`config.mk`:
```
export PLATFORM = sky130hd
export DESIGN_NAME = cache_refill_ctl
export DESIGN_NICKNAME = d
export VERILOG_FILES = /design/src/rtl/cache_refill_ctl.sv
export SDC_FILE = /design/constraint.sdc
export NUM_CORES = 2
export LEC_CHECK = 0
export BUFFER_PORTS_ARGS = -buffer_cell sky130_fd_sc_hd__buf_2
export CAP_MARGIN = 20
export CORE_AREA = 8 8 463 465
export CTS_BUF_LIST = sky130_fd_sc_hd__clkbuf_4 sky130_fd_sc_hd__clkbuf_8
export DETAILED_ROUTE_END_ITERATION = 12
export DIE_AREA = 0 0 471 473
export PLACE_DENSITY_LB_ADDON = 0.15
export RECOVER_POWER = 25
export SLEW_MARGIN = 20
export SYNTH_ARGS = -nofsm -noshare
export SYNTH_HDL_FRONTEND = slang
export SYNTH_SLANG_ARGS = --single-unit
```
`constraint.sdc`:
```
create_clock -name clk -period 4.7 [get_ports clk]
set_clock_uncertainty 0.15 [all_clocks]
set_input_delay 0.705 -clock clk [delete_from_list [all_inputs] [get_ports clk]]
set_output_delay 0.705 -clock clk [all_outputs]
set_load 0.01 [all_outputs]
```
`src/rtl/cache_refill_ctl.sv`:
```
// Data-cache miss handler: writes back a dirty victim, refills the missing line beat by beat, pulses the response.
// Optional macro CACHE_REFILL_CTL_PERF_EN adds miss/evict/stall performance counters.
module cache_refill_ctl #(
  parameter int LINE_BITS  = 512,
  parameter int BUS_WIDTH  = 32,
  parameter int ADDR_WIDTH = 32
) (
  input  logic                  clk,
  input  logic                  rst,
  input  logic                  i_cache_miss,
  input  logic [ADDR_WIDTH-1:0] i_miss_addr,
  input  logic                  i_evict,
  input  logic [ADDR_WIDTH-1:0] i_evict_addr,
  input  logic [LINE_BITS-1:0]  i_evict_data,
  output logic                  o_stall,
  output logic [LINE_BITS-1:0]  o_memory_line,
  output logic                  o_memory_response,
  output logic                  o_mem_req,
  output logic                  o_mem_we,
  output logic [ADDR_WIDTH-1:0] o_mem_addr,
  output logic [BUS_WIDTH-1:0]  o_mem_wdata,
  input  logic                  i_mem_ack,
  input  logic [BUS_WIDTH-1:0]  i_mem_rdata,
  output logic [1:0]            o_dbg_state
`ifdef CACHE_REFILL_CTL_PERF_EN
  ,
  output logic [31:0]           o_miss_count,
  output logic [31:0]           o_evict_count,
  output logic [31:0]           o_stall_cycles
`endif
);

  localparam int BEATS = LINE_BITS / BUS_WIDTH;
  localparam int CNT_W = (BEATS > 1) ? $clog2(BEATS) : 1;
  localparam logic [ADDR_WIDTH-1:0] OFF_MASK  = ADDR_WIDTH'((LINE_BITS / 8) - 1);
  localparam logic [ADDR_WIDTH-1:0] ADDR_STEP = ADDR_WIDTH'(BUS_WIDTH / 8);
  localparam logic [CNT_W-1:0]      LAST      = CNT_W'(BEATS - 1);

  typedef enum logic [1:0] {IDLE, WRBACK, REFILL, RESP} state_t;

  state_t                  state;
  logic [CNT_W-1:0]        beat;
  logic [ADDR_WIDTH-1:0]   miss_base;
  logic [LINE_BITS-1:0]    evict_line;
  logic [ADDR_WIDTH-1:0]   miss_line_addr;
  logic [ADDR_WIDTH-1:0]   evict_line_addr;
  logic                    beat_ack;
  logic                    last_beat;

  assign miss_line_addr  = i_miss_addr & ~OFF_MASK;
  assign evict_line_addr = i_evict_addr & ~OFF_MASK;
  // Handshake: a beat (req/we/addr/wdata) is held unchanged while o_mem_req is high and
  // completes in the cycle i_mem_ack is high; ack with req low carries no meaning.
  assign beat_ack    = o_mem_req & i_mem_ack;
  assign last_beat   = (beat == LAST);
  assign o_stall     = (state != IDLE) | ((state == IDLE) & i_cache_miss);
  assign o_dbg_state = state;

  always_ff @(posedge clk or negedge rst) begin
    if (!rst) begin
      state             <= IDLE;
      beat              <= '0;
      o_mem_req         <= 1'b0;
      o_mem_we          <= 1'b0;
      o_memory_response <= 1'b0;
      o_mem_addr        <= '0;
      o_mem_wdata       <= '0;
      o_memory_line     <= '0;
      miss_base         <= '0;
      evict_line        <= '0;
    end else begin
      o_memory_response <= 1'b0;
      case (state)
        IDLE: begin
          if (i_cache_miss) begin
            miss_base   <= miss_line_addr;
            // Victim lanes go out lowest first; the remainder shifts down each accepted beat.
            o_mem_wdata <= i_evict_data[BUS_WIDTH-1:0];
            evict_line  <= i_evict_data >> BUS_WIDTH;
            beat        <= '0;
            o_mem_req   <= 1'b1;
            if (i_evict) begin
              state      <= WRBACK;
              o_mem_we   <= 1'b1;
              o_mem_addr <= evict_line_addr;
            end else begin
              state      <= REFILL;
              o_mem_we   <= 1'b0;
              o_mem_addr <= miss_line_addr;
            end
          end
        end
        WRBACK: begin
          if (beat_ack) begin
            if (last_beat) begin
              state      <= REFILL;
              beat       <= '0;
              o_mem_we   <= 1'b0;
              o_mem_addr <= miss_base;
            end else begin
              beat        <= beat + CNT_W'(1);
              o_mem_addr  <= o_mem_addr + ADDR_STEP;
              o_mem_wdata <= evict_line[BUS_WIDTH-1:0];
              evict_line  <= evict_line >> BUS_WIDTH;
            end
          end
        end
        REFILL: begin
          if (beat_ack) begin
            o_memory_line[int'(beat)*BUS_WIDTH +: BUS_WIDTH] <= i_mem_rdata;
            if (last_beat) begin
              state             <= RESP;
              beat              <= '0;
              o_mem_req         <= 1'b0;
              o_memory_response <= 1'b1;
            end else begin
              beat       <= beat + CNT_W'(1);
              o_mem_addr <= o_mem_addr + ADDR_STEP;
            end
          end
        end
        RESP:    state <= IDLE;
        default: state <= IDLE;
      endcase
    end
  end

`ifdef CACHE_REFILL_CTL_PERF_EN
  always_ff @(posedge clk or negedge rst) begin
    if (!rst) begin
      o_miss_count   <= '0;
      o_evict_count  <= '0;
      o_stall_cycles <= '0;
    end else begin
      if (state == IDLE && i_cache_miss) begin
        o_miss_count <= o_miss_count + 32'd1;
        if (i_evict) o_evict_count <= o_evict_count + 32'd1;
      end
      if (o_stall) o_stall_cycles <= o_stall_cycles + 32'd1;
    end
  end
`endif

endmodule

```
**Word-level counts from Yosys, hierarchy flattened**

Index checks and enable logic that the tools add are counted.

- Add/subtract/negate cells: 3
- Multipliers: 0
- Div/mod/pow operators: 0
- Magnitude comparators: 0
- Eq/ne operators: 12
- Shift operators: 2
- Multiplexer cells: 37
- Bitwise gates (word level): 3
- Reduce and logical (&&, ||, !) cells: 15

Operators with widths:

| kind | count |
|---|---|
| $mux W512 | 3 |
| $pmux W512 S2 | 1 |
| $bwmux W512 | 1 |
| $shift A32 B33 Y512 const A | 1 |
| $shiftx A32 B33 Y512 | 1 |
| $mux W32 | 9 |
| $pmux W32 S3 | 1 |
| $pmux W32 S2 | 1 |
| $neg A9 Y33 | 1 |
| $add A32 B3 Y32 const B | 1 |
| $ne A2 B2 Y1 const B | 7 |
| $mux W2 | 6 |
| $mux W4 | 3 |
| $reduce_and A4 Y1 | 3 |
| $reduce_and A5 Y1 | 2 |
| $mux W1 | 8 |
| $pmux W2 S4 | 1 |
| $pmux W4 S2 | 1 |
| $reduce_bool A2 Y1 | 4 |
| $add A4 B1 Y4 const B | 1 |
| $eq A2 B2 Y1 const B | 2 |
| $eq A4 B4 Y1 const B | 1 |
| $pmux W1 S2 | 2 |
| $reduce_and A2 Y1 | 2 |
| 8 further kinds | 9 |

- Register bits after elaboration: 1123
- Latch bits: 0
- RAM bits: 0
- Bits in read-only memories: 0
- Output and inout bits: 582
- Word-level logic and storage cells: 82
- Memories kept: 0

**Depth between registers and ports, before layout**

- Depth after elaboration: 4
- Gate-level depth with buffers: 12
- Gate-level depth less buffers: 8

**Worst setup path before layout**

Ideal clock, no wire load.

- Path type: register -> register
- Start point: reg beat[2]
- End point: reg o_memory_line[384]
- Setup time: 0.126 ns
- Data arrival time: 2.591 ns
- Data required time: 4.424 ns
- Path slack: 1.833 ns
- Stages on the path, launching flop included: 10
- Buffers on the path: 4
- Clock period less this slack: 2.867 ns
- Cell sequence: dfrtp_1 > buf_4 > buf_2 > nor3_1 > ha_1 > buf_2 > or4_4 > nor4_4 > clkbuf_2 > o21ai_0

- Word-level cells in the longest chain between the ends: 3
- Elaborated cells between the ends (all ways): 4
- Classes of those cells: add/sub (1); shift (2); mux (1)

RTL lines:

| element | line | text |
|---|---|---|
| start: declaration | 42 | `logic [CNT_W-1:0] beat;` |
| start signal: assignment | 101 | `beat <= beat + CNT_W'(1);` |
| start signal: assignment | 117 | `beat <= beat + CNT_W'(1);` |
| $neg A9 Y33 * | 110 | `o_memory_line[int'(beat)*BUS_WIDTH +: BUS_WIDTH] <= i_mem_rdata;` |
| $shiftx A32 B33 Y512 or $shift A32 B33 Y512 (tied branches) | 110 |  |
| $bwmux W512 * | 110 |  |
| end signal: indexed assignment | 110 |  |
| end: declaration | 16 | `output logic [LINE_BITS-1:0] o_memory_line,` |

Every way passes the cells marked *; elsewhere a longest branch is shown, timed or not.
A chain may end at the register's enable or synchronous reset.

==> summary.txt <==
Status
  • Outcome: finished with violations
  • Failing checks: max-capacitance violations, max-slew violations

Timing
  • Final Hold Fails: 0
  • Endpoints failing setup: 0
  • RSZ-0062 raised after global routing: no
  • Slew @ Worst Pin: 2.735 ns
  • Fin. max-slew vios: 84
  • Setup TNS: 0 ns
  • Fin crit share: 83.59%
  • Min Tclk post-route: 3.929 ns
  • Minimum hold slack: 0.1537 ns
  • Relative slew slack: -82.34%
  • Final WS setup: 0.7711 ns
  • Max Fclk: 0.2545 GHz

Synthesis
  • Syn_area_per_cell: 9.913 sq um
  • Cells after Synth: 4806
  • Post-synth cell types: 65
  • Post-synth top cells: 1389 x nand2_1, 1089 x dfrtp_1, 884 x o21ai_0, 492 x mux2i_1, 277 x clkbuf_1
  • FFs w/ async S/R, synth: 100.0%
  • Synth Flop Type: dfrtp_1
  • Post-synthesis cell area: 47640 sq um
  • Count leader, synth: nand2_1
  • Sequential share of the synthesized area: 57.20%
  • Synth top area cells: dfrtp_1 57%, nand2_1 11%, mux2i_1 10%
  • EDFF count, synth: 0
  • Yosys reg bits: 1089
  • Synth area leader: dfrtp_1
  • Top cell type's share of synthesized area: 57.20%
  • Ys Warns: 0

Floorplan
  • Die Span Y: 473 um
  • Cell row count: 167
  • Die area: 222800 sq um
  • Die Wd: 471 um
  • Initial Utilization: 23.08%
  • Core area: 206400 sq um
  • Ports: 1195

GRT
  • Total track usage: 19.13%
  • Number of global-route vias before repair: 42.21k
  • Largest net degree at the start of global routing: 236
  • Global-route wire length before repair: 315700 um
  • Antenna violations before repair: 64
  • Grt ovf: 0

Placed design
  • Final GP Congestion: 0.8302
  • Setup WS pre-CTS: 0.9397 ns
  • Final HPWL DP: 161800 um
  • Cells after DPL: 8404
  • Buffers on Ports: 1180

Clocking
  • Post-CTS setup buffer count: 0
  • CTS Buf Count: 205
  • Post-CTS Hold Buffers: 560
  • Worst skew pair latency: 0.92 ns
  • Post-CTS sizing: 0
  • # clock sinks: 1089
  • Clock-pin slew on the worst setup and hold paths: 0.06 ns
  • Worst-case clock buffer depth: 3
  • Root Buffer: clkbuf_8
  • TritonCTS clock tree: yes
  • CTS H-tree depth: 4

Worst hold path
  • Hold WC Path Type: in -> reg
  • Hold Crit Endpoint: o_memory_line[320]
  • Worst Hold Launch: i_mem_rdata[0]
  • Hold depth: 3

Drt
  • Wire per inst: 23.83 um
  • Initial drt markers: 3017
  • Drt first pass iters: 6
  • DR vias/cell: 4.428
  • Post-route ant nets: 0
  • Final WL: 222900 um
  • DRC violations left: 0
  • Via count: 41.40k

Run
  • Maxcap violations: 2

Critical path
  • CP Cell Sequence: dlygate4sd3_1 > clkbuf_2 > clkbuf_2
  • Critical-path maximum fanout: 66
  • Reg-to-Reg End: o_memory_line[179]
  • CP Data Required Time: 5.32 ns
  • CP Launch Type: input pin
  • Cell repeated most along the worst path: clkbuf_2
  • CP endpoint kind: asynchronous set/reset pin
  • CP Class: in -> async
  • Reg2reg start: beat[3]
  • Slowest Stage Delay on Critical Path: 1.84 ns
  • Flop2flop setup slack: 0.83 ns
  • CP arrival: 4.55 ns
  • Worst-case reg-to-reg path depth: 7
  • Slowest stage cell, crit path: clkbuf_2

Pwr
  • Worst ir drop on vdd: 0.6500 mV
  • PwrDens: 570.1 nW/um^2
  • Leakage: 31.14 nW

Layout
  • Finished Layout Cells: 9351
  • Area growth from synthesis to layout: 38.60%
  • Nets: 7088
  • Share of cells above drive strength 1: 25.93%
  • Final Util: 31.99%
  • Fillers: 21.75k
==> how the worst max path moves through the flow <==
stage,from,to,cells after the start
finish,rst,o_memory_line[55],3
global route,rst,o_memory_line[433],3
CTS,beat[3],o_memory_line[179],7
detailed placement,beat[3],o_memory_line[178],7
global placement,beat[2],o_memory_line[179],8
floorplan,beat[2],o_memory_line[384],9
==> per-layer routing <==
metal  vias up  routed length [um]  track usage, %  part of all wire (%)
met5         -                 138               0                 0.062
met3       343               16160           5.632                   7.2
met1     19810               99070           25.43                    44
met2      1460              101000           30.23                    45
met4        20                6520           5.637                   2.9
li1      19770                   -               -                     -
==> state kept, by name (all words and copies together), names as in the netlist <==
register           cells
beat                   4
evict_line           480
miss_base             26
o_dbg_state            2
o_mem_addr            30
o_mem_req              1
o_mem_wdata           32
o_mem_we               1
o_memory_line        512
o_memory_response      1
==> cells in the final DEF (no fill, tap or decap), types with 7 or more instances in the layout <==
master	n
nand2_1	1380
buf_2	1179
dfrtp_1	1089
o21ai_0	884
dlygate4sd3_1	560
mux2i_1	492
clkbuf_8	244
o31ai_1	107
clkbuf_4	88
buf_4	65
mux2_2	57
nand3_1	54
inv_1	46
nor2_1	41
diode_2	38
nand3b_1	33
nor3_1	18
a21oi_1	18
a211oi_1	18
nor2b_1	16
buf_12	16
o21ai_1	14
a31oi_1	14
nand4_1	13
clkbuf_1	10
clkinv_2	9
nand2_2	8
o31a_1	7
ha_1	7
==> kinds of logic after synthesis <==
family	synth area share (%)
AND/OR/NAND/NOR	13.85
AO/OA/AOI/OAI	12.71
flip-flops	57.20
multiplexers	11.68
buffers and inverters	4.260
adder cells (fa/ha/maj)	0.2101
XOR/XNOR	0.07617
other	0.007871
==> worst max-delay path, delay by kind of cell <==
| kind | cells | cell delay, ns |
|---|---|---|
| buf+inv | 3 | 3.66 |
==> layout make-up <==
type	count	area, sq um	area share (%)
flip-flops and latches	1089	27250	41.27
multi-input cells	3290	18520	28.05
repair buffers	1835	12380	18.75
clock buffers	330	4004	6.063
well taps	2704	3383	5.123
clock inverters	19	224.0	0.3392
inverters	46	172.7	0.2615
diodes	38	95.09	0.1440
==> power by group <==
part	switching, mW	total, mW	internal [mW]
combinational	9.01	14.1	5.05
sequential	1.67	13.8	12.1
clock	4.28	9.78	5.50
total	15.0	37.6	22.7
==> through the flow <==
step	total power [mW]	area [sq um]
after floorplan	23.27	47650
after global placement	27.47	56200
after detailed placement	27.77	56200
after CTS	38.23	66040
after global routing	40.48	66020
final	37.65	66030
Power figures use the tool's default switching activity.
